### config.mk
export PLATFORM = sky130hd
export DESIGN_NAME = matmul_operand_driver
export DESIGN_NICKNAME = d
export VERILOG_FILES = /design/src/rtl/matmul_pkg.sv /design/src/rtl/matmul_elem_serializer.sv /design/src/rtl/matmul_operand_driver.sv
export SDC_FILE = /design/constraint.sdc
export NUM_CORES = 2
export LEC_CHECK = 0
export CORE_ASPECT_RATIO = 2
export CORE_MARGIN = 3
export CORE_UTILIZATION = 30
export CTS_CLUSTER_SIZE = 14
export DETAILED_ROUTE_END_ITERATION = 7
export SLEW_MARGIN = 40
export SYNTH_ARGS = -nofsm -noshare
export SYNTH_HDL_FRONTEND = slang
export SYNTH_SLANG_ARGS = --single-unit
### constraint.sdc
create_clock -name clk -period 37.5 [get_ports clk]
set_input_delay 9.375 -clock clk [delete_from_list [all_inputs] [get_ports clk]]
set_output_delay 9.375 -clock clk [all_outputs]
set_load 0.02 [all_outputs]
### src/rtl/matmul_pkg.sv
// Shared constants, FSM state type and element slicing helper for the
// 4x4 matrix multiplier operand driver.
package matmul_pkg;

    localparam int ELEM_W = 16;
    localparam int DIM    = 4;
    localparam int NELEM  = DIM * DIM;
    localparam int BUS_W  = ELEM_W * NELEM;
    localparam int CNT_W  = $clog2(NELEM);

    typedef enum logic [2:0] {
        IDLE,
        LOAD_A,
        SEND_A,
        LOAD_B,
        SEND_B,
        WAIT_RES,
        DRAIN
    } state_t;

    // Row-major element n = DIM*i + j lives at bits [ELEM_W*n +: ELEM_W].
    function automatic logic [ELEM_W-1:0] elem_slice(input logic [BUS_W-1:0] word,
                                                     input logic [CNT_W-1:0] n);
        return word[int'(n)*ELEM_W +: ELEM_W];
    endfunction

endpackage

### src/rtl/matmul_elem_serializer.sv
// Captures one 256-bit product word and replays it as a valid/ready stream of
// 16 row-major elements, flagging the last one.
module matmul_elem_serializer
    import matmul_pkg::*;
(
    input  logic              clk,
    input  logic              rst,
    input  logic              load,
    input  logic [BUS_W-1:0]  word,
    output logic              out_valid,
    input  logic              out_ready,
    output logic [ELEM_W-1:0] out_data,
    output logic              out_last,
    output logic              done
);

    logic [BUS_W-1:0] capReg;
    logic [CNT_W-1:0] idx;
    logic             active;
    logic             fire;

    // Index only moves on a handshake, so data and last hold during stalls.
    assign fire      = active && out_ready;
    assign out_valid = active;
    assign out_data  = elem_slice(capReg, idx);
    assign out_last  = active && (idx == CNT_W'(NELEM - 1));
    assign done      = fire && out_last;

    always_ff @(posedge clk or posedge rst) begin
        if (rst) begin
            capReg <= '0;
            idx    <= '0;
            active <= 1'b0;
        end else if (load) begin
            capReg <= word;
            idx    <= '0;
            active <= 1'b1;
        end else if (fire) begin
            idx <= idx + 1'b1;
            if (out_last) begin
                active <= 1'b0;
            end
        end
    end

endmodule

### src/rtl/matmul_operand_driver.sv
// Streams operands A and B into the change-triggered 4x4 multiplier as whole
// bus words, waits for its result flag, and streams the product back out.
module matmul_operand_driver
    import matmul_pkg::*;
#(
    parameter int TIMEOUT = 15
) (
    input  logic              clk,
    input  logic              rst,
    input  logic              in_valid,
    output logic              in_ready,
    input  logic [ELEM_W-1:0] in_data,
    output logic [BUS_W-1:0]  bus_out,
    input  logic [BUS_W-1:0]  res_in,
    input  logic              res_flag,
    output logic              out_valid,
    input  logic              out_ready,
    output logic [ELEM_W-1:0] out_data,
    output logic              out_last,
    output logic              busy,
    output logic              err_nochg,
    output logic              err_timeout
);

    localparam int TMO_W = $clog2(TIMEOUT + 1);

    state_t           state;
    state_t           nextState;
    logic [CNT_W-1:0] elemCnt;
    logic [BUS_W-1:0] opWord;
    logic [TMO_W-1:0] tmoCnt;

    logic accept;
    logic sendWord;
    logic setNoChg;
    logic setTimeout;
    logic clearErr;
    logic capture;
    logic tmoStep;
    logic drainDone;
    logic wordSame;

    assign busy     = (state != IDLE);
    assign wordSame = (opWord == bus_out);

    // NOTE: sequential state uses non-blocking assignments so every register
    // samples the pre-edge values, independent of process order.
    always_ff @(posedge clk or posedge rst) begin
        if (rst) begin
            state <= IDLE;
        end else begin
            state <= nextState;
        end
    end

    // NOTE: every output of this block gets a default first, so no path can
    // leave one unassigned and infer a latch.
    always_comb begin
        nextState  = state;
        in_ready   = 1'b0;
        accept     = 1'b0;
        sendWord   = 1'b0;
        setNoChg   = 1'b0;
        setTimeout = 1'b0;
        clearErr   = 1'b0;
        capture    = 1'b0;
        tmoStep    = 1'b0;

        unique case (state)
            IDLE: begin
                if (in_valid) begin
                    nextState = LOAD_A;
                    clearErr  = 1'b1;
                end
            end
            LOAD_A, LOAD_B: begin
                in_ready = 1'b1;
                accept   = in_valid;
                if (in_valid && (elemCnt == CNT_W'(NELEM - 1))) begin
                    nextState = (state == LOAD_A) ? SEND_A : SEND_B;
                end
            end
            SEND_A, SEND_B: begin
                // An unchanged word would never trigger the multiplier.
                if (wordSame) begin
                    setNoChg  = 1'b1;
                    nextState = IDLE;
                end else begin
                    sendWord  = 1'b1;
                    nextState = (state == SEND_A) ? LOAD_B : WAIT_RES;
                end
            end
            WAIT_RES: begin
                if (res_flag) begin
                    capture   = 1'b1;
                    nextState = DRAIN;
                end else if (tmoCnt == TMO_W'(TIMEOUT - 1)) begin
                    setTimeout = 1'b1;
                    nextState  = IDLE;
                end else begin
                    tmoStep = 1'b1;
                end
            end
            DRAIN: begin
                // A waiting next job starts on the same edge as the last output.
                if (drainDone) begin
                    if (in_valid) begin
                        nextState = LOAD_A;
                        clearErr  = 1'b1;
                    end else begin
                        nextState = IDLE;
                    end
                end
            end
            default: nextState = IDLE;
        endcase
    end

    // NOTE: the assembly word is reset with everything else so the first
    // no-change comparison never sees X.
    always_ff @(posedge clk or posedge rst) begin
        if (rst) begin
            elemCnt     <= '0;
            opWord      <= '0;
            bus_out     <= '0;
            tmoCnt      <= '0;
            err_nochg   <= 1'b0;
            err_timeout <= 1'b0;
        end else begin
            if (accept) begin
                opWord[int'(elemCnt)*ELEM_W +: ELEM_W] <= in_data;
                elemCnt <= elemCnt + 1'b1;
            end
            if (sendWord) begin
                bus_out <= opWord;
            end
            tmoCnt <= tmoStep ? tmoCnt + 1'b1 : '0;
            if (clearErr) begin
                err_nochg   <= 1'b0;
                err_timeout <= 1'b0;
            end
            if (setNoChg) begin
                err_nochg <= 1'b1;
            end
            if (setTimeout) begin
                err_timeout <= 1'b1;
            end
        end
    end

    matmul_elem_serializer uSerializer (
        .clk       (clk),
        .rst       (rst),
        .load      (capture),
        .word      (res_in),
        .out_valid (out_valid),
        .out_ready (out_ready),
        .out_data  (out_data),
        .out_last  (out_last),
        .done      (drainDone)
    );

endmodule

Word-level counts from Yosys, hierarchy flattened. Index checks and enable logic that the tools add are counted.

Flip-flop bits (word level): 786. Output and inout port bits: 278.

Shift operators: 3. Reductions and logical operators: 14. Add/subtract/negate cells: 4. Equality and inequality tests: 14. Muxes and demuxes: 37.

Operators by type and width (count): 256-bit bitwise mux (1); 256-bit == test (1); 16-bit by 33-bit variable shift with 256-bit output, first input constant (1); 16-bit by 33-bit indexed part select with 256-bit output (1); 256-bit by 9-bit indexed part select with 16-bit output (1); 8-bit negator with 33-bit output (1); 3-bit two-way mux (8); 1-bit two-way mux (23); 3-bit case mux with 5 select lines (1); 4-bit by 1-bit adder with 4-bit output, second input constant (3); 4-bit == test, second input constant (3); 4-bit two-way mux (3); 3-bit == test, second input constant (3); 2-bit nonzero test (4); 3-bit by 2-bit == test with 1-bit output, second input constant (2); 2-bit != test, second input constant (3); 1-bit logical AND (4); 4-bit AND reduction (1); 2-bit OR reduction (2); 3-bit by 1-bit == test with 1-bit output, second input constant (1); 3-bit zero test (1); 3-bit != test, second input constant (1); 3-bit nonzero test (1); 1-bit case mux with 2 select lines (1); 2-bit AND reduction (1).

Logic depth before layout (Yosys ltp).
Word-level depth: 7. Depth in mapped cells: 11.

Cells and area by module. From an unflattened synthesis, not the netlist that was laid out.

Cell total of the unflattened synthesis: 2605. Area, all modules: 35122.4 um^2.

By module, submodules not included: matmul_operand_driver (area each 23528.8 um^2, cells an instance 1902, times used 1, seq. area each 13137.6 um^2); matmul_elem_serializer (area each 11593.6 um^2, cells an instance 703, times used 1, seq. area each 6531.3 um^2).

Worst setup path after synthesis. Ideal clock, no wire load.

Path kind: register -> output. Start: register uSerializer.idx[0]. End: output out_data[10]. Slack: 25.915 ns. Cell stages (with the launch flop): 5. Arrival: 2.210 ns. Buffers on the path: 2. Cell sequence: dfrtp_1 > buf_1 > buf_2 > mux4_2 > mux4_2.

Cells in the longest elaborated chain, start to end: 1.

Ends and longest elaborated chain: start: declaration (line matmul_elem_serializer.sv:18) `logic [CNT_W-1:0] idx;`; start signal: assignment (line matmul_elem_serializer.sv:39) `idx <= idx + 1'b1;`; 256-bit by 9-bit indexed part select with 16-bit output (line matmul_pkg.sv:24) `return word[int'(n)*ELEM_W +: ELEM_W];`; end: declaration (line matmul_operand_driver.sv:18) `output logic [ELEM_W-1:0] out_data,`.

No other way between the ends.

Final worst setup path.
Start: register uSerializer.idx[0]. End: output out_data[5].

Same word-level chain as after synthesis.

==> impl_metrics.yaml <==
sta:
  worst_slew_pin_slew_ns: 0.918
  fin_skew_ns: 0.0234
  max_slew_margin_pct: 38.6
  grt_setup_unrepaired: "false"
  hold_viol_final: 0
  fmax_mhz: 74.2
  period_share_pct: 36.0
  setup_viol: 0
  fin_ws_ns: 24.02
  period_minus_slack_ns: 13.48
  slew_viol_final: 0
  finalSetupTns_ns: 0
status:
  outcome: "complete, no violations"
final_layout:
  fin_nets: 3355
  area_growth_pct: 27.5
  drive_gt1_share_pct: 24.7
  antenna-diode-count: 0
  final_cell_mix: "dfrtp_1, clkdlybuf4s50_1, mux2_2"
  final_common_cell: "dfrtp_1"
synth:
  synth_nets: 2818
  syn_area_per_cell_sq_um: 13.8
  syn-cell-area_sq_mm: 0.0351
  yosysUniqueCellTypes: 42
  ys_seq_area_share_pct: 56.0
  synth-seq-cells: 786
  yosys_warnings: 0
  netlist_instances: 2535
power_and_ir_drop:
  p_leak_nw: 20.9
  p_int_mw: 2.59
  powerDensity_mw_per_mm2: 98.7
  clkPwrFrac_pct: 18.1
  pwr-share-comb_pct: 47.1
  seqPwrFrac_pct: 34.8
  power_switching_mw: 1.82
  switching_share_pct: 41.3
  ir_drop_mv: 0.0555
placed_design:
  place.port_buffers: 554
  dp_hpwl_um: 98100
  dp_slack_ns: 23.96
  gp_congestion: 0.874
global_route:
  antenna_found_initial: 9
  grt_pass1_wl_um: 177000
  grt_max_degree: 125
  grt_usage_pct: 20.8
  gr-total-overflow: 0
  grt_pass1_vias: 23700
critical_path:
  r2r_slack_ns: 32.44
  crit_fanout: 35
  required_ns: 28.12
  end_kind: "output pin"
  critPathArrivalTime_ns: 4.11
  worstSetupPathType: "reg2out"
  critPathLaunchType: "flop"
clock_tree:
  cts_resized: 0
  cts_setup_buffers: 0
  cts_tree: "built"
  hold_buffers: 0
  cts_buffers: 76
  clock_path_buffers: 3
  cts-root-buf: "clkbuf_16"
  cts.sinks: 786
  cts.clk_slew.worst_paths_ns: 0.07
  htreeDepth: 3
  clk_latency_ns: 0.66
route:
  drc: 0
  wl_per_cell_um: 27.4
  vias: 22500
  drt_wl_total_um: 127000
  postRouteAntennaNets: 0
  post_drt_via_cell_ratio: 4.86
  dr.pass1.iters: 5
  initialDrtViolationCount: 1295
die:
  start_util_pct: 30.4
  core_sq_mm: 0.116
  rows: 176
  die_y_um: 490
  dieWidth_um: 248
  io_pins: 555
  dieArea_sq_mm: 0.121
hold_path:
  holdCritPathClass: "reg2reg"
flow_run:
  drv_cap: 0
==> worst paths after layout <==
path,from,endpoint,cells after the start
min in group asynchronous,rst,uSerializer.capReg[51]$_DFFE_PP0P_,2
hold / removal,err_nochg$_DFFE_PP0P_,err_nochg$_DFFE_PP0P_,2
setup reg to reg,opWord[112]$_DFFE_PP0P_,bus_out[241]$_DFFE_PP0P_,9
hold reg to reg,err_nochg$_DFFE_PP0P_,err_nochg$_DFFE_PP0P_,2
max in group asynchronous,rst,bus_out[120]$_DFFE_PP0P_,7
setup / recovery,uSerializer.idx[0]$_DFFE_PP0P_,out_data[5],4
==> metrics by stage <==
stage | utilization [%] | power (mW) | hold WS [ns] | std cells | instance area [sq um]
finish | 38.7 | 4.41 | 0.482 | 4640 | 44700
global route | 38.7 | 4.61 | 0.509 | 4640 | 44700
CTS | 38.7 | 4.47 | 0.491 | 4640 | 44700
detailed placement | 36.5 | 3.65 | 0.481 | 4507 | 42200
global placement | 36.3 | 3.60 | 0.469 | 4504 | 42000
floorplan | - | 2.67 | 0.454 | 2535 | 35100
==> power by group through the flow <==
stage | combinational (mW) | sequential (mW) | clock, mW
floorplan | 1.13 | 1.54 | 0
global placement | 2.06 | 1.54 | 0
detailed placement | 2.10 | 1.55 | 0
CTS | 2.11 | 1.54 | 0.824
global route | 2.18 | 1.58 | 0.851
finish | 2.08 | 1.54 | 0.799
==> state kept, by name, summed over array words and instances (netlist names), 3 cells and up <==
name,cells
uSerializer.idx,4
uSerializer.capReg,256
opWord,256
elemCnt,4
bus_out,256
tmoCnt,4
state,3
==> worst max-delay path, stage by stage (launching register included) <==
cell             delay (ns)
dfrtp_4                0.89
buf_4                  0.69
mux4_2                 0.71
mux4_2                 0.54
clkdlybuf4s50_1        0.57
==> cells in the mapped netlist <==
master,number,area (sq um)
or3_1,1,6.26
xnor2_1,6,52.6
mux2_2,299,3370
mux2i_1,1,10.0
and3_1,3,18.8
buf_6,4,45.0
nor3_1,2,10.0
inv_1,6,22.5
buf_2,23,115
and4_1,1,8.76
nand2_1,297,1110
nor4_1,66,413
a21oi_1,4,20.0
nand3b_1,2,15.0
buf_1,8,30.0
a21boi_0,1,7.51
buf_4,2,15.0
nor3b_1,1,7.51
o31ai_1,50,375
and2_1,3,18.8
mux2_1,29,327
o211ai_1,1,7.51
nand2_4,1,11.3
xor2_1,260,2280
nand4_1,21,131
mux4_2,80,1800
clkbuf_1,83,312
nor4_2,3,37.5
o21ai_0,196,981
mux2_4,200,3000
a21o_1,1,7.51
a31oi_1,2,12.5
nand4_2,1,12.5
buf_12,22,440
nand2b_1,5,31.3
nor2b_1,4,25.0
nand3_1,38,190
nor2_1,14,52.6
nand4b_1,1,8.76
dfrtp_1,786,19700
ha_1,6,75.1
or2_2,1,6.26
==> kinds of logic after synthesis <==
| family | after synthesis | share of synthesized area (%) |
|---|---|---|
| xor gates and xnor gates | 266 | 6.64 |
| buffers and inverters | 148 | 2.79 |
| muxes | 609 | 24.2 |
| AOI/OAI and AO/OA | 255 | 4.02 |
| and+or+nand+nor | 465 | 6.04 |
| DFF | 786 | 56.0 |
| adders and majority gates | 6 | 0.214 |
==> per-layer routing <==
| layer | up-vias | part of all wire [%] | global-route usage, % |
|---|---|---|---|
| li1 | 10000 | - | - |
| met1 | 11400 | 32 | 20.2 |
| met2 | 871 | 50 | 35.9 |
| met3 | 262 | 8.6 | 6.96 |
| met4 | 8 | 9.3 | 16.7 |
| met5 | - | 0.038 | 0 |
==> cell type report <==
class | instances | area (sq um)
Tap cell | 1513 | 1890
Multi-Input combinational cell | 1601 | 14600
Fill cell | 11100 | 70900
Clock buffer | 111 | 2230
Sequential cell | 786 | 19700
Inverter | 6 | 35.0
Clock inverter | 22 | 314
Timing Repair Buffer | 601 | 6000
Note: power is estimated with default switching activity, not from simulation.
